==> config.mk <==
export PLATFORM = sky130hd
export DESIGN_NAME = multi_sync_edge_flat
export DESIGN_NICKNAME = d
export VERILOG_FILES = /design/src/rtl/multi_sync_edge_pkg.sv /design/src/rtl/multi_sync_edge_if.sv /design/src/rtl/multi_sync_edge_sync_chan.sv /design/src/rtl/multi_sync_edge.sv /design/src/flat_wrapper.sv
export SDC_FILE = /design/constraint.sdc
export NUM_CORES = 1
export LEC_CHECK = 0
export CAP_MARGIN = 20
export CORE_AREA = 8 8 68 64
export CTS_BUF_LIST = sky130_fd_sc_hd__clkbuf_8
export CTS_CLUSTER_DIAMETER = 60
export DETAILED_ROUTE_END_ITERATION = 8
export DIE_AREA = 0 0 76 72
export PLACE_DENSITY = 0.65
export SETUP_SLACK_MARGIN = 0.15
export SYNTH_ARGS = -nofsm -noshare
export SYNTH_HDL_FRONTEND = slang
export SYNTH_SLANG_ARGS = --single-unit
==> constraint.sdc <==
create_clock -name clk -period 1.1 [get_ports clk]
set_clock_uncertainty 0.2 [all_clocks]
set_input_delay 0.22 -clock clk [delete_from_list [all_inputs] [get_ports clk]]
set_output_delay 0.22 -clock clk [all_outputs]
set_load 0.01 [all_outputs]
==> src/rtl/multi_sync_edge_pkg.sv <==
// Shared constants and helpers for the multi-channel level synchroniser.
// Optional stability filter is compiled in with MULTI_SYNC_FILTER_EN.
package cdc_sync_pkg;

  localparam int DEFAULT_SYNC_DEPTH = 2;
  localparam int DEFAULT_FILTER     = 4;

  // Width of a counter that must hold values 0..filter-1 plus headroom for filter itself.
  function automatic int cnt_w(input int filter);
    return (filter < 1) ? 1 : $clog2(filter + 1);
  endfunction

endpackage

==> src/rtl/multi_sync_edge_if.sv <==
// Level-crossing bundle: async levels in, synchronised level and edge pulses out.
// No handshake: async_i is sampled every clock; outputs are valid every cycle after reset.
interface multi_sync_edge_if #(
  parameter int WIDTH = 8
);
  logic [WIDTH-1:0] async_i;
  logic [WIDTH-1:0] level_o;
  logic [WIDTH-1:0] rise_o;
  logic [WIDTH-1:0] fall_o;
  logic             any_edge_o;

  modport master (
    output async_i,
    input  level_o, rise_o, fall_o, any_edge_o
  );

  modport slave (
    input  async_i,
    output level_o, rise_o, fall_o, any_edge_o
  );
endinterface

==> src/rtl/multi_sync_edge_sync_chan.sv <==
// One channel: DEPTH-flop synchroniser, optional stability filter
// (MULTI_SYNC_FILTER_EN) and registered rise/fall pulses.
module sync_chan
  import cdc_sync_pkg::*;
#(
  parameter int   DEPTH   = DEFAULT_SYNC_DEPTH,
  parameter int   FILTER  = DEFAULT_FILTER,
  parameter logic RST_VAL = 1'b0
) (
  input  logic clk,
  input  logic rstn,
  input  logic async_i,
  output logic level_o,
  output logic rise_o,
  output logic fall_o
);

  if (DEPTH < 2) begin : g_bad_depth
    $error("sync_chan: DEPTH must be at least 2");
  end
  if (FILTER < 1) begin : g_bad_filter
    $error("sync_chan: FILTER must be at least 1");
  end

  logic [DEPTH-1:0] sync_q;
  logic             level_cur;
  logic             level_nxt;
  logic             rise_q;
  logic             fall_q;

  always_ff @(posedge clk or negedge rstn) begin
    if (!rstn) begin
      sync_q <= {DEPTH{RST_VAL}};
    end else begin
      sync_q <= {sync_q[DEPTH-2:0], async_i};
    end
  end

`ifdef MULTI_SYNC_FILTER_EN
  localparam int CW = cnt_w(FILTER);

  logic [CW-1:0] cnt_q;
  logic [CW-1:0] cnt_d;
  logic          level_q;
  logic          level_d;

  // cnt counts consecutive cycles the synced value has disagreed with level_q.
  always_comb begin
    cnt_d   = cnt_q;
    level_d = level_q;
    if (sync_q[DEPTH-1] == level_q) begin
      cnt_d = '0;
    end else if (cnt_q == CW'(FILTER - 1)) begin
      level_d = sync_q[DEPTH-1];
      cnt_d   = '0;
    end else begin
      cnt_d = cnt_q + CW'(1);
    end
  end

  always_ff @(posedge clk or negedge rstn) begin
    if (!rstn) begin
      cnt_q   <= '0;
      level_q <= RST_VAL;
    end else begin
      cnt_q   <= cnt_d;
      level_q <= level_d;
    end
  end

  assign level_cur = level_q;
  assign level_nxt = level_d;
`else
  // The last stage is the output; the stage before it is its next value.
  assign level_cur = sync_q[DEPTH-1];
  assign level_nxt = sync_q[DEPTH-2];
`endif

  always_ff @(posedge clk or negedge rstn) begin
    if (!rstn) begin
      rise_q <= 1'b0;
      fall_q <= 1'b0;
    end else begin
      rise_q <= level_nxt & ~level_cur;
      fall_q <= ~level_nxt & level_cur;
    end
  end

  assign level_o = level_cur;
  assign rise_o  = rise_q;
  assign fall_o  = fall_q;

endmodule

==> src/rtl/multi_sync_edge.sv <==
// WIDTH independent level synchronisers with edge pulses; not for multi-bit buses.
// Stability filter is enabled by defining MULTI_SYNC_FILTER_EN.
module multi_sync_edge
  import cdc_sync_pkg::*;
#(
  parameter int               WIDTH   = 8,
  parameter int               DEPTH   = DEFAULT_SYNC_DEPTH,
  parameter int               FILTER  = DEFAULT_FILTER,
  parameter logic [WIDTH-1:0] RST_VAL = '0
) (
  input  logic               clk,
  input  logic               rstn,
  multi_sync_edge_if.slave   bus
);

  if (WIDTH < 1) begin : g_bad_width
    $error("multi_sync_edge: WIDTH must be at least 1");
  end

  logic [WIDTH-1:0] level_w;
  logic [WIDTH-1:0] rise_w;
  logic [WIDTH-1:0] fall_w;

  for (genvar i = 0; i < WIDTH; i++) begin : g_chan
    sync_chan #(
      .DEPTH   (DEPTH),
      .FILTER  (FILTER),
      .RST_VAL (RST_VAL[i])
    ) u_chan (
      .clk     (clk),
      .rstn    (rstn),
      .async_i (bus.async_i[i]),
      .level_o (level_w[i]),
      .rise_o  (rise_w[i]),
      .fall_o  (fall_w[i])
    );
  end

  assign bus.level_o    = level_w;
  assign bus.rise_o     = rise_w;
  assign bus.fall_o     = fall_w;
  assign bus.any_edge_o = |(rise_w | fall_w);

endmodule

==> src/flat_wrapper.sv <==
// flat-port wrapper written by rule: the top's interface ports become plain ports
module multi_sync_edge_flat import cdc_sync_pkg::*;
#(
  parameter int               WIDTH   = 8,
  parameter int               DEPTH   = DEFAULT_SYNC_DEPTH,
  parameter int               FILTER  = DEFAULT_FILTER,
  parameter logic [WIDTH-1:0] RST_VAL = '0
)
  (clk, rstn, bus_async_i, bus_level_o, bus_rise_o, bus_fall_o, bus_any_edge_o);
  multi_sync_edge_if #(.WIDTH(WIDTH)) bus_i ();
  input  logic clk;
  input  logic rstn;
  input wire logic [$bits(bus_i.async_i)-1:0] bus_async_i;
  output wire logic [$bits(bus_i.level_o)-1:0] bus_level_o;
  output wire logic [$bits(bus_i.rise_o)-1:0] bus_rise_o;
  output wire logic [$bits(bus_i.fall_o)-1:0] bus_fall_o;
  output wire logic [$bits(bus_i.any_edge_o)-1:0] bus_any_edge_o;
  assign bus_i.async_i = bus_async_i;
  assign bus_level_o = bus_i.level_o;
  assign bus_rise_o = bus_i.rise_o;
  assign bus_fall_o = bus_i.fall_o;
  assign bus_any_edge_o = bus_i.any_edge_o;
  multi_sync_edge #(.WIDTH(WIDTH), .DEPTH(DEPTH), .FILTER(FILTER), .RST_VAL(RST_VAL)) u_core (.clk(clk), .rstn(rstn), .bus(bus_i));
endmodule
After elaboration in Yosys (flattened, before gate mapping). Cells that the tools add are included.

Bitwise operators: 33. Reductions and logical operators: 1.

Operators by type and width (count): 1-bit bitwise AND (16); 1-bit inverter (16); 8-bit OR (1); 8-bit OR reduction (1).

Register bits: 32. Output and inout port bits: 25.

Depth between registers and ports, before layout. Gate-level depths: netlist of run 1.

Word-level depth: 2. Depth in mapped cells: 2. Gate-level depth less buffers: 2.

Modules after synthesis. From an unflattened synthesis of run 1, not the netlist that was laid out.

Cells, all modules: 53. Area total of the unflattened synthesis: 952.2 um^2.

By module, submodules not included: sync_chan (times used 8, cells each 6, area each 115.1 um^2, seq. area each 100.1 um^2); multi_sync_edge (times used 1, cells each 5, area each 31.3 um^2, seq. area each 0.0 um^2).

Least setup slack after synthesis of run 1. OpenSTA, ideal clock, no wires.

Path kind: register to output. From: reg u_core.g_chan[4].u_chan.rise_q. To: out bus_any_edge_o. Arrival: 785 ps. Required time: 680 ps. Path slack: -105 ps. Cell stages (with the launch flop): 3. Path buffers: 0. Path through: dfrtp_1 > nor4_1 > nand4_1.

Word-level cells in the longest chain between the ends: 2.

Ends and longest elaborated chain: start, declared (RTL line multi_sync_edge_sync_chan.sv:28) `logic rise_q;`; start signal, assigned (RTL line multi_sync_edge_sync_chan.sv:84) `rise_q <= level_nxt & ~level_cur;`; 8-bit OR (RTL line multi_sync_edge.sv:42) `assign bus.any_edge_o = |(rise_w | fall_w);`; 8-bit OR reduction (RTL line multi_sync_edge.sv:42); end, declared (RTL line flat_wrapper.sv:17) `output wire logic [$bits(bus_i.any_edge_o)-1:0] bus_any_edge_o;`.

Every way passes these cells.

Worst setup path in the final report of run 1.
From: reg u_core.g_chan[5].u_chan.fall_q. To: out bus_any_edge_o.

Word-level cells in the longest chain between the ends: 2.

Ends and longest elaborated chain: start, declared (RTL line multi_sync_edge_sync_chan.sv:29) `logic fall_q;`; start signal, assigned (RTL line multi_sync_edge_sync_chan.sv:85) `fall_q <= ~level_nxt & level_cur;`; 8-bit OR (RTL line multi_sync_edge.sv:42); 8-bit OR reduction (RTL line multi_sync_edge.sv:42).

Every way passes these cells.

==> results.yml, run 1 <==
sta:
  rsz0062_at_grt: "true"
  period_share: 1.51
  drv_slew: 0
  fin_ws_ns: -0.565
  slew_headroom: 0.847
  setup_viol: 25
  period_minus_slack_ns: 1.67
  worst_slew_pin_slew_ns: 0.227
  max_freq_mhz: 600
  final-hold-violation-count: 0
critical_path:
  worst-setup-path-type: "reg -> out"
  end_kind: "output port"
  critPathLaunchType: "flop"
  r2r_cells: 3
  worstPathMaxFanout: 2
  critPathArrivalTime_ns: 1.25
  crit_required_ns: 0.68
synth:
  netlist_area_um2: 1110
  synth.ff_latch_count: 32
  ys_warn_count: 0
  synthDistinctLibCells: 5
  syn_inst: 77
  syn_avg_cell_area_um2: 14.4
  synth_nets: 87
  yosysSeqAreaShare: 0.720
die:
  core-area_um2: 3230
  die-width_um: 76
  die_h_um: 72
  io_pins: 35
  rows: 20
  die-area_um2: 5470
  start_util: 0.345
cts:
  cts_tree: "yes"
  clock_latency_ns: 0.28
  cts_sinks: 32
  clkTransAtPathRegs_ns: 0.06
  cts_buffers: 5
  clock_path_buffers: 2
  ctsRootBufferMaster: "clkbuf_8"
  cts_hold_buffers: 0
  cts_htree_levels: 2
layout:
  fillCellCount: 257
  final_common_cell: "buf_6"
  layout_common_cells: "buf_6 (44), dfrtp_1 (32), clkdlybuf4s50_1 (9), nor2b_1 (8), nor2b_4 (8)"
  diodes: 0
  area_delta_synth_final_pct: 61.9
  drive_gt1_frac: 0.582
  final_cells: 166
  nets: 132
  postLayoutCoreUtil: 0.558
detailed_routing:
  postRouteWirelength_mm: 2.30
  drt_iter0_markers: 8
  viasPerCell: 4.06
  postRouteAntennaNets: 0
  first_pass_iters: 2
  drcViolationCount: 0
  wl_per_cell_um: 13.9
  dr_total_vias: 674
status:
  run_status: "finished, violations left"
  violations: "setup timing"
flow_run:
  maxCapViolCount: 0
grt:
  grt_usage: 0.0822
  grt_start_max_net_pins: 33
  antenna_found_initial: 0
  grt_remaining_overflow: 0
  grt_pass1_wl_mm: 3.44
  grt_pass1_vias: 736
hold_path:
  hp-class: "in -> async"
placement:
  numPortBuffers: 34
  pre_cts_ws_ns: -0.656
  gp_congestion: 0.693
  dp.cells: 148
  hpwl_mm: 1.45
pwr:
  p_leak_nw: 0.869
  powerDensity_nw_per_um2: 1360
  ir_drop_mv: 0.893
critical path: stages (launching register included):
cell and delay [ns]:
dfrtp_1 0.40, nor4_2 0.30, nand4_1 0.12, buf_2 0.16
through the flow:
step	instance area (um^2)	power [mW]	hold slack (ns)	setup TNS, ns
6_report	1800	2.44	0.0943	-5.29
5_1_grt	1800	2.55	0.106	-6.12
4_1_cts	1630	2.40	0.102	-5.23
3_5_place_dp	1470	1.55	0.178	-6.48
3_3_place_gp	1470	1.55	0.172	-6.39
2_1_floorplan	1110	1.40	-0.276	-0.105
state kept, by name (all words and copies together) (netlist names):
signal                       flops
u_core.g_chan.u_chan.fall_o      8
u_core.g_chan.u_chan.rise_o      8
u_core.g_chan.u_chan.sync_q     16
logic make-up after synthesis:
family / synth area share
buf+inv: 0.162
flops: 0.720
simple gates: 0.118
power by group:
part / total [mW] / internal [mW] / switching (mW)
clock network: 0.808 / 0.419 / 0.389
logic: 0.341 / 0.233 / 0.108
registers: 1.30 / 1.24 / 0.0580
total: 2.44 / 1.89 / 0.555
final timing paths:
check / start / endpoint / slack, ns
worst max-delay path: u_core.g_chan[5].u_chan.fall_o / bus_any_edge_o / -0.57
worst max register to register: u_core.g_chan[7].u_chan.sync_q[1] / u_core.g_chan[7].u_chan.fall_o / 0.05
worst min-delay path: rstn / u_core.g_chan[4].u_chan.sync_q[1] / 0.09
min in group clk: bus_async_i[3] / u_core.g_chan[3].u_chan.sync_q[0] / 0.18
worst min register to register: u_core.g_chan[1].u_chan.sync_q[0] / u_core.g_chan[1].u_chan.sync_q[1] / 0.21
max in group asynchronous: rstn / u_core.g_chan[5].u_chan.rise_o / 0.43
layer usage:
metal	vias up	part of all wire	global-route usage
li1	309	-	-
met1	335	0.38	0.0825
met2	24	0.51	0.128
met3	6	0.096	0.0605
met4	0	0.013	0.0326
met5	-	0	0
cell type report:
cell class                 count  area, um^2  area share
timing repair buffer          62         651       0.361
tap                           44        55.1      0.0306
sequential                    32         801       0.445
multi-input combinational     21         216       0.120
clock buffer                   5        68.8      0.0382
clock inverter                 2        8.76     0.00486
repair_timing:
action,CTS,global route
endpoints found under the hold margin,0,0
resized for setup,126,34
pin swaps,1,2
setup buffers,8,3
endpoints found under the setup margin,25,33
synth_stat cells, drive strengths merged:
library cell   n  area [um^2]
dfrtp         32          801
buf           24          180
nor2b         16          100
nor4           4         25.0
nand4          1         6.26
(Power assumes the default switching activity.)
==> inputs of run 2 (changes only) <==
- RECOVER_POWER: default -> 25
==> run 2 against run 1 <==
  * The flow still finishes with violations (setup timing)
  * Final cell count stayed put
  * Clock power hardly changed
  * Setup slack about the same
  * Sequential power hardly changed
  * First-iteration DRC count is 38% higher
  * Fmax is essentially flat
  * Flip-flop and latch count unchanged
  * Critical endpoint unchanged
  * Global-route usage stayed put
  * Largest power group unchanged
  * Power down 0.56%
  * Non-clock buffer count stayed put
==> results.yml, run 2 (synthesized netlist as in run 1, its figures left out) <==
status:
  run_status: "finished, violations left"
  violations: "setup timing"
detailed_routing:
  wl_met2_mm: 1.17
  postRouteWirelength_mm: 2.29
  wl_met3_um: 220
  wl_per_cell_um: 13.8
  m1WireLength_um: 868
  drcViolationCount: 0
  dr_total_vias: 673
  postRouteAntennaNets: 0
  viasPerCell: 4.05
  drt_iter0_markers: 11
  first_pass_iters: 2
  dr.max_layer_used: "met4"
layout:
  top_register: "u_core.g_chan.u_chan.sync_q"
  design_area_um2: 1790
  largest_reg_flops: 16
  nets: 132
  diodes: 0
  layout_common_cells: "buf_6 (44), dfrtp_1 (32), dlygate4sd3_1 (9), nor2b_1 (8), nor2b_4 (8)"
  drive_gt1_frac: 0.582
  final_common_cell: "buf_6"
  area_delta_synth_final_pct: 60.7
critical_path:
  worst-setup-path-type: "reg -> out"
  end_kind: "output port"
  crit_required_ns: 0.68
  timing.rr.end: "u_core.g_chan[7].u_chan.fall_o"
  worstPathMaxFanout: 2
  worstReg2RegStart: "u_core.g_chan[7].u_chan.sync_q[1]"
  r2r_cells: 3
  r2r_slack_ns: 0.05
  critPathLaunchType: "flop"
  critPathArrivalTime_ns: 1.25
grt:
  grt_pass1_wl_mm: 3.44
  antenna_found_initial: 0
  grt_usage: 0.0822
  grt_start_max_net_pins: 33
  grt_pass1_vias: 736
  grt_remaining_overflow: 0
die:
  core-area_um2: 3230
  die-area_um2: 5470
  rows: 20
  start_util: 0.345
  io_pins: 35
  die-width_um: 76
  die_h_um: 72
sta:
  rsz0062_at_grt: "true"
  setup_viol: 25
  max_freq_mhz: 601
  fin_ws_ns: -0.565
  period_share: 1.51
  hold_ws_ns: 0.209
  worst_slew_pin_slew_ns: 0.415
  final-hold-violation-count: 0
  drv_slew: 0
  slew_headroom: 0.723
  period_minus_slack_ns: 1.67
flow_run:
  maxCapViolCount: 0
placement:
  hpwl_mm: 1.45
  gp_congestion: 0.693
  placed_area_um2: 1470
  numPortBuffers: 34
cts:
  clock_latency_ns: 0.28
  cts_hold_buffers: 0
  cts_sinks: 32
  clock_path_buffers: 2
  ctsRootBufferMaster: "clkbuf_8"
  cts_htree_levels: 2
  cts_tree: "yes"
  cts_buffers: 5
  clkTransAtPathRegs_ns: 0.06
hold_path:
  hp-start: "u_core.g_chan[1].u_chan.sync_q[0]"
  hp-class: "reg -> reg"
  holdPathStages: 0
  holdPathEnd: "u_core.g_chan[1].u_chan.sync_q[1]"
pwr:
  p_leak_nw: 0.867
  powerDensity_nw_per_um2: 1360
  ir_drop_mv: 0.893
## run 2: cell count changes in the layout (fill, tap and decap cells not counted)
cell             delta
dlygate4sd3_1       +9
clkbuf_4            +1
buf_12              -1
clkdlybuf4s50_1     -9
## run 2: metrics by stage
stage / worst slack [ns] / utilization / std cells / power, mW / TNS, ns
2_1_floorplan: -0.105 / - / 77 / 1.40 / -0.105
3_3_place_gp: -0.673 / 0.455 / 148 / 1.55 / -6.39
3_5_place_dp: -0.656 / 0.455 / 148 / 1.55 / -6.48
4_1_cts: -0.556 / 0.504 / 163 / 2.40 / -5.23
5_1_grt: -0.652 / 0.554 / 166 / 2.54 / -6.12
6_report: -0.565 / 0.554 / 166 / 2.43 / -5.28
## run 2: worst max path at each step
stage | slack [ns] | startpoint | to | depth (start not counted)
floorplan | -0.10 | u_core.g_chan[4].u_chan.rise_o | bus_any_edge_o | 2
global placement | -0.67 | u_core.g_chan[4].u_chan.rise_o | bus_any_edge_o | 3
detailed placement | -0.66 | u_core.g_chan[6].u_chan.rise_o | bus_any_edge_o | 3
CTS | -0.56 | u_core.g_chan[1].u_chan.fall_o | bus_any_edge_o | 3
global route | -0.65 | u_core.g_chan[5].u_chan.fall_o | bus_any_edge_o | 3
finish | -0.57 | u_core.g_chan[5].u_chan.fall_o | bus_any_edge_o | 3
## run 2: cell type report
type	count	area [um^2]
timing repair buffer	62	638
tap	44	55.1
multi-input combinational	21	216
clock buffer	5	68.8
fill	258	1440
clock inverter	2	8.76
sequential	32	801
## run 2: timing repair
item	CTS	global route
buffers inserted	8	3
endpoints found under the setup margin	25	33
gates resized for setup	126	34
cloned	0	0
pin swaps	1	2
## run 2: routing by layer
layer | track usage | up-vias
li1 | - | 309
met1 | 0.0825 | 334
met2 | 0.128 | 24
met3 | 0.0605 | 6
met4 | 0.0326 | 0
met5 | 0 | -
## run 2: where the power goes
group          switching, mW  internal, mW
sequential            0.0579          1.24
clock                  0.388         0.419
combinational          0.107         0.221
## run 2: worst max-delay path, stage by stage, from the launching register on
cell,delay [ns]
dfrtp_1,0.40
nor4_2,0.30
nand4_1,0.12
buf_2,0.16
